## config.mk

```make
export PLATFORM = sky130hd
export DESIGN_NAME = ksa_addsub_pipe
export DESIGN_NICKNAME = d
export VERILOG_FILES = /design/src/rtl/ksa_addsub_pipe.sv
export SDC_FILE = /design/constraint.sdc
export NUM_CORES = 1
export LEC_CHECK = 0
export BUFFER_PORTS_ARGS = -buffer_cell sky130_fd_sc_hd__buf_2
export CELL_PAD_IN_SITES_DETAIL_PLACEMENT = 0
export CELL_PAD_IN_SITES_GLOBAL_PLACEMENT = 1
export CORE_UTILIZATION = 50
export CTS_CLUSTER_DIAMETER = 80
export DETAILED_ROUTE_END_ITERATION = 16
export HOLD_SLACK_MARGIN = 0.03
export PLACE_DENSITY = 0.91
export SLEW_MARGIN = 20
export SYNTH_ARGS = -nofsm -noshare
export SYNTH_HDL_FRONTEND = slang
export SYNTH_SLANG_ARGS = --single-unit
```

## constraint.sdc

```tcl
create_clock -name clk -period 6.3 [get_ports clk]
set_input_delay 1.26 -clock clk [delete_from_list [all_inputs] [get_ports clk]]
set_output_delay 1.26 -clock clk [all_outputs]
set_load 0.1 [all_outputs]
```

## src/rtl/ksa_addsub_pipe.sv

```systemverilog
// Pipelined 32-bit Kogge-Stone adder/subtractor with valid/ready on both sides.
// Prefix levels 1 / 2-3 / 4-5 are split over three register stages; stage 3 is the output register.
module ksa_addsub_pipe #(
   parameter int WIDTH  = 32,
   parameter int STAGES = 3
) (
   input  logic             clk,
   input  logic             rst_n,
   input  logic             in_valid,
   output logic             in_ready,
   input  logic [WIDTH-1:0] in_x,
   input  logic [WIDTH-1:0] in_y,
   input  logic             in_sub,
   output logic             out_valid,
   input  logic             out_ready,
   output logic [WIDTH-1:0] out_s,
   output logic             out_cb,
   output logic             out_ovf,
   output logic             out_zero
);

   generate
      if (WIDTH != 32 || STAGES != 3) begin : g_bad_param
         $error("ksa_addsub_pipe supports only WIDTH=32 and STAGES=3");
      end
   endgenerate

   // One Kogge-Stone level: bit i combines with bit i-span, lower bits pass through.
   function automatic logic [2*WIDTH-1:0] prefix(input logic [WIDTH-1:0] g,
                                                 input logic [WIDTH-1:0] p,
                                                 input int span);
      logic [WIDTH-1:0] go;
      logic [WIDTH-1:0] po;
      go = g;
      po = p;
      for (int i = 0; i < WIDTH; i++) begin
         if (i >= span) begin
            go[i] = g[i] | (p[i] & g[i-span]);
            po[i] = p[i] & p[i-span];
         end
      end
      return {go, po};
   endfunction

   logic v1, v2, v3;
   logic ready1, ready2, ready3;

   assign ready3    = !v3 || out_ready;
   assign ready2    = !v2 || ready3;
   assign ready1    = !v1 || ready2;
   assign in_ready  = ready1;
   assign out_valid = v3;

   logic [WIDTH-1:0]   y_eff, g0, p0;
   logic [2*WIDTH-1:0] gp1;

   assign y_eff = in_sub ? ~in_y : in_y;
   assign g0    = in_x & y_eff;
   assign p0    = in_x ^ y_eff;
   assign gp1   = prefix(g0, p0, 1);

   logic [WIDTH-1:0] s1_p0, s1_g, s1_p;
   logic             s1_cin, s1_xs, s1_ys;

   // Stage 1: per-bit propagate, level-1 group terms, carry-in and operand sign bits.
   always_ff @(posedge clk or negedge rst_n) begin
      if (!rst_n) begin
         v1     <= 1'b0;
         s1_p0  <= '0;
         s1_g   <= '0;
         s1_p   <= '0;
         s1_cin <= 1'b0;
         s1_xs  <= 1'b0;
         s1_ys  <= 1'b0;
      end else if (ready1) begin
         v1 <= in_valid;
         if (in_valid) begin
            s1_p0  <= p0;
            s1_g   <= gp1[2*WIDTH-1:WIDTH];
            s1_p   <= gp1[WIDTH-1:0];
            s1_cin <= in_sub;
            s1_xs  <= in_x[WIDTH-1];
            s1_ys  <= y_eff[WIDTH-1];
         end
      end
   end

   logic [2*WIDTH-1:0] gp2, gp3;

   assign gp2 = prefix(s1_g, s1_p, 2);
   assign gp3 = prefix(gp2[2*WIDTH-1:WIDTH], gp2[WIDTH-1:0], 4);

   logic [WIDTH-1:0] s2_p0, s2_g, s2_p;
   logic             s2_cin, s2_xs, s2_ys;

   always_ff @(posedge clk or negedge rst_n) begin
      if (!rst_n) begin
         v2     <= 1'b0;
         s2_p0  <= '0;
         s2_g   <= '0;
         s2_p   <= '0;
         s2_cin <= 1'b0;
         s2_xs  <= 1'b0;
         s2_ys  <= 1'b0;
      end else if (ready2) begin
         v2 <= v1;
         if (v1) begin
            s2_p0  <= s1_p0;
            s2_g   <= gp3[2*WIDTH-1:WIDTH];
            s2_p   <= gp3[WIDTH-1:0];
            s2_cin <= s1_cin;
            s2_xs  <= s1_xs;
            s2_ys  <= s1_ys;
         end
      end
   end

   logic [2*WIDTH-1:0] gp4, gp5;
   logic [WIDTH-1:0]   g5, p5, carry, sum;
   logic               cout;

   assign gp4   = prefix(s2_g, s2_p, 8);
   assign gp5   = prefix(gp4[2*WIDTH-1:WIDTH], gp4[WIDTH-1:0], 16);
   assign g5    = gp5[2*WIDTH-1:WIDTH];
   assign p5    = gp5[WIDTH-1:0];
   assign carry = {g5[WIDTH-2:0] | (p5[WIDTH-2:0] & {(WIDTH-1){s2_cin}}), s2_cin};
   assign sum   = s2_p0 ^ carry;
   assign cout  = g5[WIDTH-1] | (p5[WIDTH-1] & s2_cin);

   // Overflow from the sign bits: same-sign operands giving a different-sign result,
   // equivalent to c[31] ^ cout.
   always_ff @(posedge clk or negedge rst_n) begin
      if (!rst_n) begin
         v3       <= 1'b0;
         out_s    <= '0;
         out_cb   <= 1'b0;
         out_ovf  <= 1'b0;
         out_zero <= 1'b0;
      end else if (ready3) begin
         v3 <= v2;
         if (v2) begin
            out_s    <= sum;
            out_cb   <= s2_cin ? ~cout : cout;
            out_ovf  <= (s2_xs == s2_ys) && (sum[WIDTH-1] != s2_xs);
            out_zero <= ~|sum;
         end
      end
   end

endmodule

```

# Word level (Yosys, flattened, before mapping)

Cells that the tools add are included.

Output and inout bits: 37
Register bits: 236

Bitwise operators: 396
Mux-type cells: 2
Reduce and logical (&&, ||, !) cells: 12
Eq/ne operators: 2

Operators by type and width:

| kind                | count |
|---|---|
| bitwise AND 1 bit   | 259 |
| OR 1 bit            | 130 |
| bitwise XOR 32 bit  | 2 |
| bitwise AND 32 bit  | 1 |
| two-way mux 32 bit  | 1 |
| NOT 32 bit          | 1 |
| OR reduction 32 bit | 1 |
| bitwise AND 31 bit  | 1 |
| OR 31 bit           | 1 |
| AND reduction 2 bit | 3 |
| logical NOT 1 bit   | 4 |
| logical OR 1 bit    | 3 |
| == test 1 bit       | 1 |
| logical AND 1 bit   | 1 |
| two-way mux 1 bit   | 1 |
| != test 1 bit       | 1 |
| NOT 1 bit           | 1 |

# Depth between registers and ports, before layout

Depth in word-level cells: 8
Mapped depth: 8
Gate-level depth less buffers: 7

# Least setup slack after synthesis

Ideal clock, no wire load.

Path type: input to register
Start point: input port out_ready
End point: register s1_p0[23]
Cell stages on the path: 6
Required time: 6.175 ns
Setup slack: 2.580 ns
Buffers on the path: 2
Data arrival time: 3.595 ns
Cells stage by stage: nor2b_1 -> nand3_1 -> nand2_1 -> clkbuf_1 -> clkbuf_1 -> mux2_2

Word-level cells in the longest chain between the ends: 4

RTL lines:

| what                          | RTL line | source |
|---|---|---|
| start: declaration            | 15       | `input logic out_ready,` |
| logical OR 1 bit              | 48       | `assign ready3 = !v3 \|\| out_ready;` |
| logical OR 1 bit              | 49       | `assign ready2 = !v2 \|\| ready3;` |
| logical OR 1 bit              | 50       | `assign ready1 = !v1 \|\| ready2;` |
| named net in_ready            | 10       | `output logic in_ready,` |
| AND reduction 2 bit (no line) | -        |  |
| end signal: assignment        | 78       | `s1_p0 <= p0;` |
| end: declaration              | 62       | `logic [WIDTH-1:0] s1_p0, s1_g, s1_p;` |

The timed path passes the listed nets, and every way through them passes these cells.
A chain may end at the register's enable or synchronous reset.

# Worst setup path in the final report

Start point: input port out_ready
End point: output port in_ready

Word-level cells in the longest chain between the ends: 3

RTL lines:

| what             | RTL line |
|---|---|
| logical OR 1 bit | 48 |
| logical OR 1 bit | 49 |
| logical OR 1 bit | 50 |
| end: declaration | 10 |

No other way between the ends.

==> flow_summary.toml <==
[synth]
synth_top_flop_cell = "dfrtp_1"
synth_warnings = 0
netlist_instances = 1043
synth_fp_nets = 1145
synth_edf_count = 0
ys_async_sr_fraction_pct = 100.0
ys_seq_area_share_pct = 53.87
syn_area_um2 = 10870
syn_avg_cell_area_um2 = 10.42
synth.distinct_cells = 43
ys_seq_elements = 234

[floorplan]
dieArea_um2 = 22330
io_pins = 106
initial_utilization_pct = 51.38
dieWidth_um = 149.4
die_y_um = 149.4
core_area_um2 = 21150
num_rows = 53

[clocking]
clockBufferDepth = 3
clkSinkCount = 234
cts-resized-gates = 0
cts_buffers = 24
postCtsHoldBufs = 0
clk_pin_slew_ps = 60
cts_setup_buffers = 0
htree_levels = 1
cts_root_buffer = "clkbuf_16"
clk-insertion-delay-late_ps = 520
cts_tree = "yes"

[critical_path]
path_cells = "buf_2, nor2b_1, nand3_1, buf_2"
worst_ep_arrival_time_ps = 2030
crit_path_start_kind = "input pin"
max_stage_delay_ps = 340
critical-path-top-delay-family = "buffers and inverters"
cpMostUsedCell = "buf_2"
cp_slowest_cell = "buf_2"
critical_path.max_fanout = 3
cp.buffers_inverters = 2
cp.required_ps = 5040
crit_path_end_kind = "primary output"
crit_type = "in -> out"

[timing]
period_needed_ps = 3289
rsz0062_at_grt = "false"
fmax_mhz = 304.1
hold_viol_final = 0
slew_headroom_pct = 33.53
period_share_pct = 52.20
slew_viol_final = 0
finalSetupTns_ps = 0
tightest_slew_ps = 993.6
fin_worst_skew_ps = 14.73
setup_violations = 0

[finish]
final_core_util_pct = 58.47
seq_area_um2 = 5856
fill_cells = 1842
multi_input_area_um2 = 4751
num_antenna_cells = 0
layout-drive-gt1-share_pct = 20.90
final_nets = 1215
flow.area_growth_from_synthesis_pct = 13.80

[route]
drtAntennaViolNets = 0
wl_um = 23590
wire_per_inst_um = 16.80
avgViaCountPerCell = 5.491
dr.pass1.iters = 5
drc = 0
vias = 7709
first_iter_violations = 532

[power_and_ir_drop]
power.leakage_nw = 5.789
power_density_nw_per_um2 = 453.3
ir_drop_uv = 295.1

[place]
numPortBuffers = 105
place_congestion = 0.7973
hpwl_um = 16910

[global_route]
grt_max_degree = 155
grt_pass1_wl_um = 38470
antenna_found_initial = 0
grt_pass1_vias = 7353
grt_remaining_overflow = 0
grt_util_all_layers_pct = 21.90

[status]
outcome = "finished clean"

[min_path]
worst_hold_path_type = "reg -> reg"

[run]
maxCapViolCount = 0
-- worst min-delay path, cell delays in order (launching register included) --
cell and delay [ps]:
dfrtp_1 330, nand2_1 50, o21ai_0 60
-- where the power goes --
group	internal [mW]	switching (mW)
Sequential	1.89	0.374
Combinational	0.531	1.37
Clock	0.874	0.571
-- cells in the final DEF (no fill, tap or decap), types with 5 or more instances in the layout --
cell type | synthesis | routed
a211oi_1 | 7 | 7
a21o_1 | 52 | 52
a21oi_1 | 67 | 67
buf_2 | 2 | 104
clkbuf_16 | 0 | 24
clkbuf_8 | 0 | 8
dfrtp_1 | 234 | 234
ha_1 | 33 | 33
mux2_2 | 82 | 82
nand2_1 | 190 | 187
nand2b_1 | 5 | 5
nand3_1 | 5 | 5
nand4_1 | 29 | 29
nor2_1 | 18 | 18
o21ai_0 | 154 | 154
o21bai_1 | 6 | 6
xnor2_1 | 16 | 16
xor2_1 | 44 | 44
-- cells by family (layout without fill, tap and decap cells) --
logic type	count (synthesis)	after routing	share of synthesized area, %
compound gates	300	300	15.81
xor+xnor	60	60	4.835
mux	84	84	8.680
buf+inv	70	156	2.578
simple gates	262	262	10.43
flops	234	234	53.87
fa+ha+maj	33	33	3.799
-- flip-flops by register name, indices dropped and copies added, names as in the netlist, 31 cells and up --
signal,count
s1_g,32
out_s,32
s1_p,31
s2_p,31
s2_p0,32
s1_p0,32
s2_g,32
-- per-stage QoR --
step,total power [mW],instance area [um^2],hold WS (ps),worst slack (ps),std cells
after floorplan,3.697,10870,440.2,2580,1043
after global placement,4.136,11550,457.3,3024,1362
after detailed placement,4.188,11550,464.7,2980,1362
after CTS,5.644,12370,479.3,3009,1404
after global routing,5.895,12370,504.3,2980,1404
final,5.608,12370,476.3,3011,1404
-- cells in the mapped netlist, types with 3 or more instances --
cell type | number | area, um^2
a211oi_1 | 7 | 52.55
a21o_1 | 52 | 390.4
a21oi_1 | 67 | 335.3
a31oi_1 | 3 | 18.77
and2_1 | 3 | 18.77
buf_1 | 4 | 15.01
clkbuf_1 | 58 | 217.7
dfrtp_1 | 234 | 5856
ha_1 | 33 | 412.9
inv_1 | 4 | 15.01
mux2_2 | 82 | 923.4
nand2_1 | 190 | 713.2
nand2b_1 | 5 | 31.28
nand3_1 | 5 | 25.02
nand4_1 | 29 | 181.4
nor2_1 | 18 | 67.56
o21ai_0 | 154 | 770.7
o21bai_1 | 6 | 45.04
xnor2_1 | 16 | 140.1
xor2_1 | 44 | 385.4
-- cell type report --
type,instances,share of cell area (%)
inverter,4,0.1214
clock buffer,35,5.837
clock inverter,7,0.7789
multi-input combinational,739,38.41
sequential,234,47.34
timing repair buffer,110,4.734
tap,275,2.782
-- per-layer routing --
metal / up-vias / share of wire [%] / GRT usage, %
li1: 3787 / - / -
met2: 168 / 43 / 31.83
met5: - / 0 / 0
met1: 3731 / 51 / 34.51
met4: 0 / 1.0 / 4.082
met3: 23 / 5.2 / 3.445
-- final timing paths --
kind / slack, ps / endpoint / from / cells after the start
worst max-delay path: 3010 / in_ready / out_ready / 4
worst min-delay path: 480 / out_s[6]$_DFFE_PN0P_ / out_s[6]$_DFFE_PN0P_ / 2
worst max register to register: 3600 / out_zero$_DFFE_PN0P_ / s2_cin$_DFFE_PN0P_ / 6
worst min register to register: 480 / out_s[6]$_DFFE_PN0P_ / out_s[6]$_DFFE_PN0P_ / 2
max in group asynchronous: 4330 / s2_p0[30]$_DFFE_PN0P_ / rst_n / 2
min in group asynchronous: 710 / s1_p[5]$_DFFE_PN0P_ / rst_n / 1
Power figures use the tool's default switching activity.
